--- src/rtl/flt_pds2_selftest_top_if.sv ---
// rtl/flt_pds2_selftest_top_if.sv - result stream interface for the flt_pds2 self-test wrapper
interface flt_pds2_selftest_top_if;
  logic [31:0] tdata;
  logic        tvalid;

  modport master (output tdata, output tvalid);
  modport slave  (input  tdata, input  tvalid);
endinterface

--- src/rtl/flt_pds2_selftest_top.sv ---
// rtl/flt_pds2_selftest_top.sv - int32 to fp32 converter self-test: stimulus, 3-stage pipeline, checker
module flt_pds2_selftest_top #(
  parameter int          TEST_NUM  = 1000,
  parameter logic [31:0] LFSR_SEED = 32'hACE12468
) (
  input  logic                            i_aclk,
  input  logic                            i_areset,
  output logic                            o_success,
  flt_pds2_selftest_top_if.master         o_axi4s_result
);

  localparam logic [31:0] TEST_NUM_W = 32'(TEST_NUM);
  localparam logic [31:0] LFSR_MASK  = 32'h80200003;

  // Independent reference conversion: priority scan for the leading one, then
  // explicit shift left/right into a 23-bit mantissa with guard/sticky extraction.
  function automatic logic [31:0] ref_cvt(input logic [31:0] x);
    logic        sgn;
    logic [31:0] m;
    logic [31:0] t;
    logic [31:0] low_mask;
    logic [4:0]  p;
    logic [4:0]  sh;
    logic [22:0] man;
    logic [23:0] man_r;
    logic        g;
    logic        st;
    logic        up;
    logic [7:0]  e;
    sgn = x[31];
    m   = sgn ? (~x + 32'd1) : x;
    p   = 5'd0;
    for (int i = 0; i < 32; i++) begin
      if (m[i]) p = 5'(i);
    end
    g  = 1'b0;
    st = 1'b0;
    if (p <= 5'd23) begin
      sh  = 5'd23 - p;
      t   = m << sh;
      man = t[22:0];
    end else begin
      sh       = p - 5'd23;
      t        = m >> sh;
      man      = t[22:0];
      t        = m >> (sh - 5'd1);
      g        = t[0];
      low_mask = (32'd1 << (sh - 5'd1)) - 32'd1;
      st       = |(m & low_mask);
    end
    up    = g & (st | man[0]);
    man_r = {1'b0, man} + {23'd0, up};
    e     = 8'd127 + {3'd0, p} + {7'd0, man_r[23]};
    if (m == 32'd0) ref_cvt = 32'd0;
    else            ref_cvt = {sgn, e, man_r[22:0]};
  endfunction

  // ---------------------------------------------------------------- stimulus
  logic [31:0] vec_cnt_q, vec_cnt_d;
  logic [31:0] lfsr_q, lfsr_d;
  logic        issue;
  logic [31:0] vec;

  // Select directed or LFSR vector and advance the counter / LFSR.
  always_comb begin
    issue     = (vec_cnt_q < TEST_NUM_W);
    vec       = lfsr_q;
    vec_cnt_d = vec_cnt_q;
    lfsr_d    = lfsr_q;
    case (vec_cnt_q)
      32'd0:   vec = 32'h00000000;
      32'd1:   vec = 32'h00000001;
      32'd2:   vec = 32'hFFFFFFFF;
      32'd3:   vec = 32'h00000003;
      32'd4:   vec = 32'h7FFFFFFF;
      32'd5:   vec = 32'h80000000;
      32'd6:   vec = 32'h01000001;
      32'd7:   vec = 32'h01000003;
      default: vec = lfsr_q;
    endcase
    if (issue) begin
      vec_cnt_d = vec_cnt_q + 32'd1;
      if (vec_cnt_q >= 32'd8) begin
        lfsr_d = {1'b0, lfsr_q[31:1]} ^ (lfsr_q[0] ? LFSR_MASK : 32'd0);
      end
    end
  end

  // Stimulus state registers.
  always_ff @(posedge i_aclk) begin
    if (i_areset) begin
      vec_cnt_q <= 32'd0;
      lfsr_q    <= LFSR_SEED;
    end else begin
      vec_cnt_q <= vec_cnt_d;
      lfsr_q    <= lfsr_d;
    end
  end

  // ---------------------------------------------------------------- pipeline
  logic        s1_vld_q, s1_sign_q;
  logic [31:0] s1_mag_q, s1_ref_q;
  logic        s2_vld_q, s2_sign_q, s2_zero_q;
  logic [4:0]  s2_p_q;
  logic [31:0] s2_norm_q, s2_ref_q;
  logic        s3_vld_q;
  logic [31:0] s3_res_q, s3_ref_q;

  logic [4:0]  lod_p;
  logic [31:0] lod_norm;
  logic [22:0] rnd_man;
  logic        rnd_up;
  logic [23:0] rnd_sum;
  logic [7:0]  rnd_exp;
  logic [31:0] rnd_res;

  // Stage 2 leading-one detect and normalise; stage 3 round-to-nearest-even.
  always_comb begin
    lod_p = 5'd0;
    for (int i = 0; i < 32; i++) begin
      if (s1_mag_q[i]) lod_p = 5'(i);
    end
    lod_norm = s1_mag_q << (5'd31 - lod_p);
    rnd_man  = s2_norm_q[30:8];
    rnd_up   = s2_norm_q[7] & ((|s2_norm_q[6:0]) | s2_norm_q[8]);
    rnd_sum  = {1'b0, rnd_man} + {23'd0, rnd_up};
    rnd_exp  = 8'd127 + {3'd0, s2_p_q} + {7'd0, rnd_sum[23]};
    rnd_res  = s2_zero_q ? 32'd0 : {s2_sign_q, rnd_exp, rnd_sum[22:0]};
  end

  // Pipeline registers; the reference result travels alongside the data.
  always_ff @(posedge i_aclk) begin
    if (i_areset) begin
      s1_vld_q  <= 1'b0;
      s1_sign_q <= 1'b0;
      s1_mag_q  <= 32'd0;
      s1_ref_q  <= 32'd0;
      s2_vld_q  <= 1'b0;
      s2_sign_q <= 1'b0;
      s2_zero_q <= 1'b1;
      s2_p_q    <= 5'd0;
      s2_norm_q <= 32'd0;
      s2_ref_q  <= 32'd0;
      s3_vld_q  <= 1'b0;
      s3_res_q  <= 32'd0;
      s3_ref_q  <= 32'd0;
    end else begin
      s1_vld_q <= issue;
      s2_vld_q <= s1_vld_q;
      s3_vld_q <= s2_vld_q;
      if (issue) begin
        s1_sign_q <= vec[31];
        s1_mag_q  <= vec[31] ? (~vec + 32'd1) : vec;
        s1_ref_q  <= ref_cvt(vec);
      end
      if (s1_vld_q) begin
        s2_sign_q <= s1_sign_q;
        s2_zero_q <= (s1_mag_q == 32'd0);
        s2_p_q    <= lod_p;
        s2_norm_q <= lod_norm;
        s2_ref_q  <= s1_ref_q;
      end
      // Output holds the last result once the run is over.
      if (s2_vld_q) begin
        s3_res_q <= rnd_res;
        s3_ref_q <= s2_ref_q;
      end
    end
  end

  assign o_axi4s_result.tdata  = s3_res_q;
  assign o_axi4s_result.tvalid = s3_vld_q;

  // ---------------------------------------------------------------- checker
  logic [31:0] cmp_cnt_q;
  logic        error_q, done_q, success_q;
  logic        mism, last_cmp;

  // Compare observed output against the delayed reference.
  always_comb begin
    mism     = o_axi4s_result.tvalid && (o_axi4s_result.tdata != s3_ref_q);
    last_cmp = o_axi4s_result.tvalid && (cmp_cnt_q == TEST_NUM_W - 32'd1);
  end

  // Sticky error/done flags and registered success.
  always_ff @(posedge i_aclk) begin
    if (i_areset) begin
      cmp_cnt_q <= 32'd0;
      error_q   <= 1'b0;
      done_q    <= 1'b0;
      success_q <= 1'b0;
    end else begin
      if (o_axi4s_result.tvalid) cmp_cnt_q <= cmp_cnt_q + 32'd1;
      error_q   <= error_q | mism;
      done_q    <= done_q | last_cmp;
      success_q <= (done_q | last_cmp) & ~(error_q | mism);
    end
  end

  assign o_success = success_q;

endmodule

--- src/flat_wrapper.sv ---
// flat-port wrapper written by rule: the top's interface ports become plain ports
module flt_pds2_selftest_top_flat 
#(
  parameter int          TEST_NUM  = 1000,
  parameter logic [31:0] LFSR_SEED = 32'hACE12468
)
  (i_aclk, i_areset, o_success, o_axi4s_result_tdata, o_axi4s_result_tvalid);
  flt_pds2_selftest_top_if o_axi4s_result_i ();
  input  logic i_aclk;
  input  logic i_areset;
  output logic o_success;
  output wire logic [$bits(o_axi4s_result_i.tdata)-1:0] o_axi4s_result_tdata;
  output wire logic [$bits(o_axi4s_result_i.tvalid)-1:0] o_axi4s_result_tvalid;
  assign o_axi4s_result_tdata = o_axi4s_result_i.tdata;
  assign o_axi4s_result_tvalid = o_axi4s_result_i.tvalid;
  flt_pds2_selftest_top #(.TEST_NUM(TEST_NUM), .LFSR_SEED(LFSR_SEED)) u_core (.i_aclk(i_aclk), .i_areset(i_areset), .o_success(o_success), .o_axi4s_result(o_axi4s_result_i));
endmodule
--- config.mk ---
export PLATFORM = sky130hd
export DESIGN_NAME = flt_pds2_selftest_top_flat
export DESIGN_NICKNAME = d
export VERILOG_FILES = /design/src/rtl/flt_pds2_selftest_top_if.sv /design/src/rtl/flt_pds2_selftest_top.sv /design/src/flat_wrapper.sv
export SDC_FILE = /design/constraint.sdc
export NUM_CORES = 1
export LEC_CHECK = 0
export ABC_AREA = 1
export BUFFER_PORTS_ARGS = -buffer_cell sky130_fd_sc_hd__buf_4
export CORE_MARGIN = 3
export CORE_UTILIZATION = 62
export DETAILED_ROUTE_END_ITERATION = 10
export HOLD_SLACK_MARGIN = 0.05
export PLACE_DENSITY = 0.79
export SLEW_MARGIN = 20
export SYNTH_ARGS = -nofsm -noshare
export SYNTH_HDL_FRONTEND = slang
export SYNTH_SLANG_ARGS = --single-unit
--- constraint.sdc ---
create_clock -name i_aclk -period 11 [get_ports i_aclk]
set_clock_uncertainty 0.15 [all_clocks]
set_input_delay 1.1 -clock i_aclk [delete_from_list [all_inputs] [get_ports i_aclk]]
set_output_delay 1.1 -clock i_aclk [all_outputs]
set_load 0.05 [all_outputs]
==> flow_summary.json <==
{
  "start_util": 0.638,
  "outcome": "finished clean",
  "slew_headroom": 0.228,
  "top_level_ports": 36,
  "place_congestion": 1.01,
  "synth_common_cells": "742 x nand2_1, 419 x nand3_1, 321 x inv_1",
  "syn-num-nets": 3179,
  "clkLatencyLatePin_ns": 0.62,
  "synth.most_common_cell": "nand2_1",
  "stdcell_count": 3521,
  "rsz0062_at_grt": "false",
  "num_rows": 64,
  "worstMarginPinSlew_ns": 1.15,
  "r2r_start": "u_core.vec_cnt_q[30]",
  "syn_area_um2": 19800,
  "diodes": 0,
  "cts_setup_buffers": 0,
  "synth_top_cell_by_area": "dfxtp_1",
  "dominantRegCellSynth": "dfxtp_1",
  "async_flop_share": 0,
  "critPathMaxFanout": 28,
  "timing.hold.ws_ns": 0.273,
  "critical_path_class": "reg2reg",
  "route.detailed.drc": 0,
  "timing.fmax_ghz": 0.103,
  "place_area_um2": 20100,
  "gr-total-overflow": 0,
  "cp-end-kind": "flop",
  "clk_root_buffer_cell": "clkbuf_16",
  "cp_slowest_cell": "xor2_1",
  "wire_per_inst_um": 18.7,
  "synth_cells": 3153,
  "track_usage": 0.375,
  "clock_sinks": 301,
  "die_y_um": 185,
  "dieArea_um2": 34100,
  "worstSetupStartpointType": "flop",
  "drt_first_pass_iters": 6,
  "drv_slew": 0,
  "r2r_slack_ns": 1.26,
  "grt_pass1_vias": 19700,
  "hold_viol_final": 0,
  "worst_r2r_path_depth": 47,
  "grt_max_degree": 81,
  "antenna_found_initial": 1,
  "wl_met1_mm": 26.8,
  "p_leak_nw": 9.00,
  "wl_met3_mm": 6.01,
  "layout-drive-gt1-share": 0.0829,
  "synth_cell_types": 70,
  "route.met2.wl_mm": 28.8,
  "htree_levels": 1,
  "viasPerCell": 6.17,
  "path_buf_inv": 6,
  "grt_pass1_wl_mm": 104,
  "numCtsBuffers": 31,
  "hold_path_depth": 2,
  "cts_hold_buffers": 0,
  "critPathMaxStageDelay_ns": 0.68,
  "core-area_um2": 31100,
  "topRoutingLayerUsed": "met5",
  "totalWireLength_mm": 66.0,
  "hp-start": "u_core.vec_cnt_q[23]",
  "crit_top_cell": "nand2_1",
  "period_share": 0.886,
  "critPathTopFamily": "simple AND/OR/NAND/NOR gates",
  "power_mw": 7.03,
  "num_vias": 21700,
  "synthTopCellsByArea": "dfxtp_1 30%, nand2_1 14%, nand3_1 11%",
  "ys_ff_latch": 301,
  "setup_viol": 0,
  "post-route-util": 0.682,
  "cap_violations": 0,
  "fin_nets": 3127,
  "clk_path_buf_depth": 3,
  "clk_pin_slew_worst_paths_ns": 0.06,
  "yosysTopAreaCellShare": 0.304,
  "final.setup.worst_slack_ns": 1.26,
  "finalCriticalPeriod_ns": 9.74,
  "synth_area_per_cell_um2": 6.28,
  "hpwlAfterDp_mm": 48.6,
  "r2r_end": "u_core.s1_ref_q[27]",
  "yosysWarnings": 0,
  "place_inst": 3464,
  "powerDensity_nw_per_um2": 332,
  "dp_slack_ns": 1.54,
  "finalInstanceArea_um2": 21200,
  "cp_data_arrival_time_ns": 10.10,
  "irDropWorstVdd_mv": 0.178,
  "antenna_left": 0,
  "area_growth_pct": 7.01,
  "die_w_um": 185,
  "cp_data_required_time_ns": 11.36,
  "cts_resized": 0,
  "worstHoldEndpoint": "u_core.vec_cnt_q[23]",
  "port-buffer-count": 35,
  "synth_edf_count": 0,
  "setup-tns-final_ns": 0,
  "worstHoldPathType": "reg2reg",
  "tritoncts": "built",
  "drt_iter0_markers": 2644,
  "ys_seq_area_frac": 0.304
}
==> cell families (layout without fill, tap and decap cells) <==
| kind of cell | Yosys count | in the layout | share of synthesized area |
|---|---|---|---|
| simple gates | 1665 | 1665 | 0.378 |
| compound gates | 592 | 592 | 0.167 |
| buf+inv | 502 | 474 | 0.100 |
| flops | 301 | 301 | 0.304 |
| xor+xnor | 59 | 59 | 0.0310 |
| fa+ha+maj | 24 | 24 | 0.0152 |
| mux | 10 | 10 | 0.00505 |
==> per-layer routing <==
| layer | GRT usage | vias to the layer above |
|---|---|---|
| met2 | 0.593 | 1209 |
| met4 | 0.209 | 2 |
| li1 | - | 10300 |
| met3 | 0.0507 | 282 |
| met5 | 0 | - |
| met1 | 0.497 | 9894 |
==> sequential cells by signal, summed over array words and instances (netlist names) <==
name / cells
u_core.cmp_cnt_q: 32
u_core.done_q: 1
u_core.error_q: 1
u_core.lfsr_q: 32
u_core.o_axi4s_result.tdata: 32
u_core.o_axi4s_result.tvalid: 1
u_core.o_success: 1
u_core.s1_mag_q: 32
u_core.s1_ref_q: 32
u_core.s1_sign_q: 1
u_core.s1_vld_q: 1
u_core.s2_norm_q: 31
u_core.s2_p_q: 5
u_core.s2_ref_q: 32
u_core.s2_sign_q: 1
u_core.s2_vld_q: 1
u_core.s2_zero_q: 1
u_core.s3_ref_q: 32
u_core.vec_cnt_q: 32
==> layout by cell type, fill, tap and decap left out, types with 20 or more instances in the layout <==
cell type / instances
nor3_1: 46
nand2_2: 24
xnor2_1: 25
nor2_2: 22
inv_1: 320
clkbuf_16: 31
nand3_1: 419
nor4_1: 20
xor2_1: 24
o21ai_1: 22
ha_1: 24
dfxtp_1: 300
o22ai_1: 22
nand2_1: 742
nor2_1: 279
a21oi_1: 195
nand4_1: 47
o21ai_0: 260
inv_2: 30
buf_4: 59
==> area by class of cell <==
class,instances,area (um2)
clock buffers,46,902
fillers,2680,9870
well taps,396,495
inverters,358,1350
multi-input cells,2350,11800
clock inverters,11,154
flip-flops and latches,301,6030
repair buffers,59,443
==> power by group <==
group | internal (mW) | leakage (nW) | switching, mW | total [mW]
Combinational | 1.29 | 6.03 | 3.29 | 4.58
Clock | 0.638 | 0.520 | 0.456 | 1.09
Sequential | 1.25 | 2.46 | 0.108 | 1.36
Total | 3.17 | 9.00 | 3.86 | 7.03
==> worst max path at each step <==
stage	depth (start not counted)	slack, ns	to	start
2_1_floorplan	52	4.11	u_core.s1_ref_q[27]	u_core.vec_cnt_q[0]
3_3_place_gp	44	1.62	u_core.s1_ref_q[27]	u_core.vec_cnt_q[0]
3_5_place_dp	44	1.54	u_core.s1_ref_q[27]	u_core.vec_cnt_q[0]
4_1_cts	44	1.51	u_core.s1_ref_q[27]	u_core.vec_cnt_q[0]
5_1_grt	47	0.76	u_core.s1_ref_q[27]	u_core.vec_cnt_q[28]
6_report	47	1.26	u_core.s1_ref_q[27]	u_core.vec_cnt_q[30]
==> worst min-delay path: cells and delay by family (launching register included) <==
kind | cells | cell delay (ns)
buffers and inverters | 1 | 0.05
AND/OR/NAND/NOR | 1 | 0.03
flip-flops | 1 | 0.31
Power figures use the tool's default switching activity.
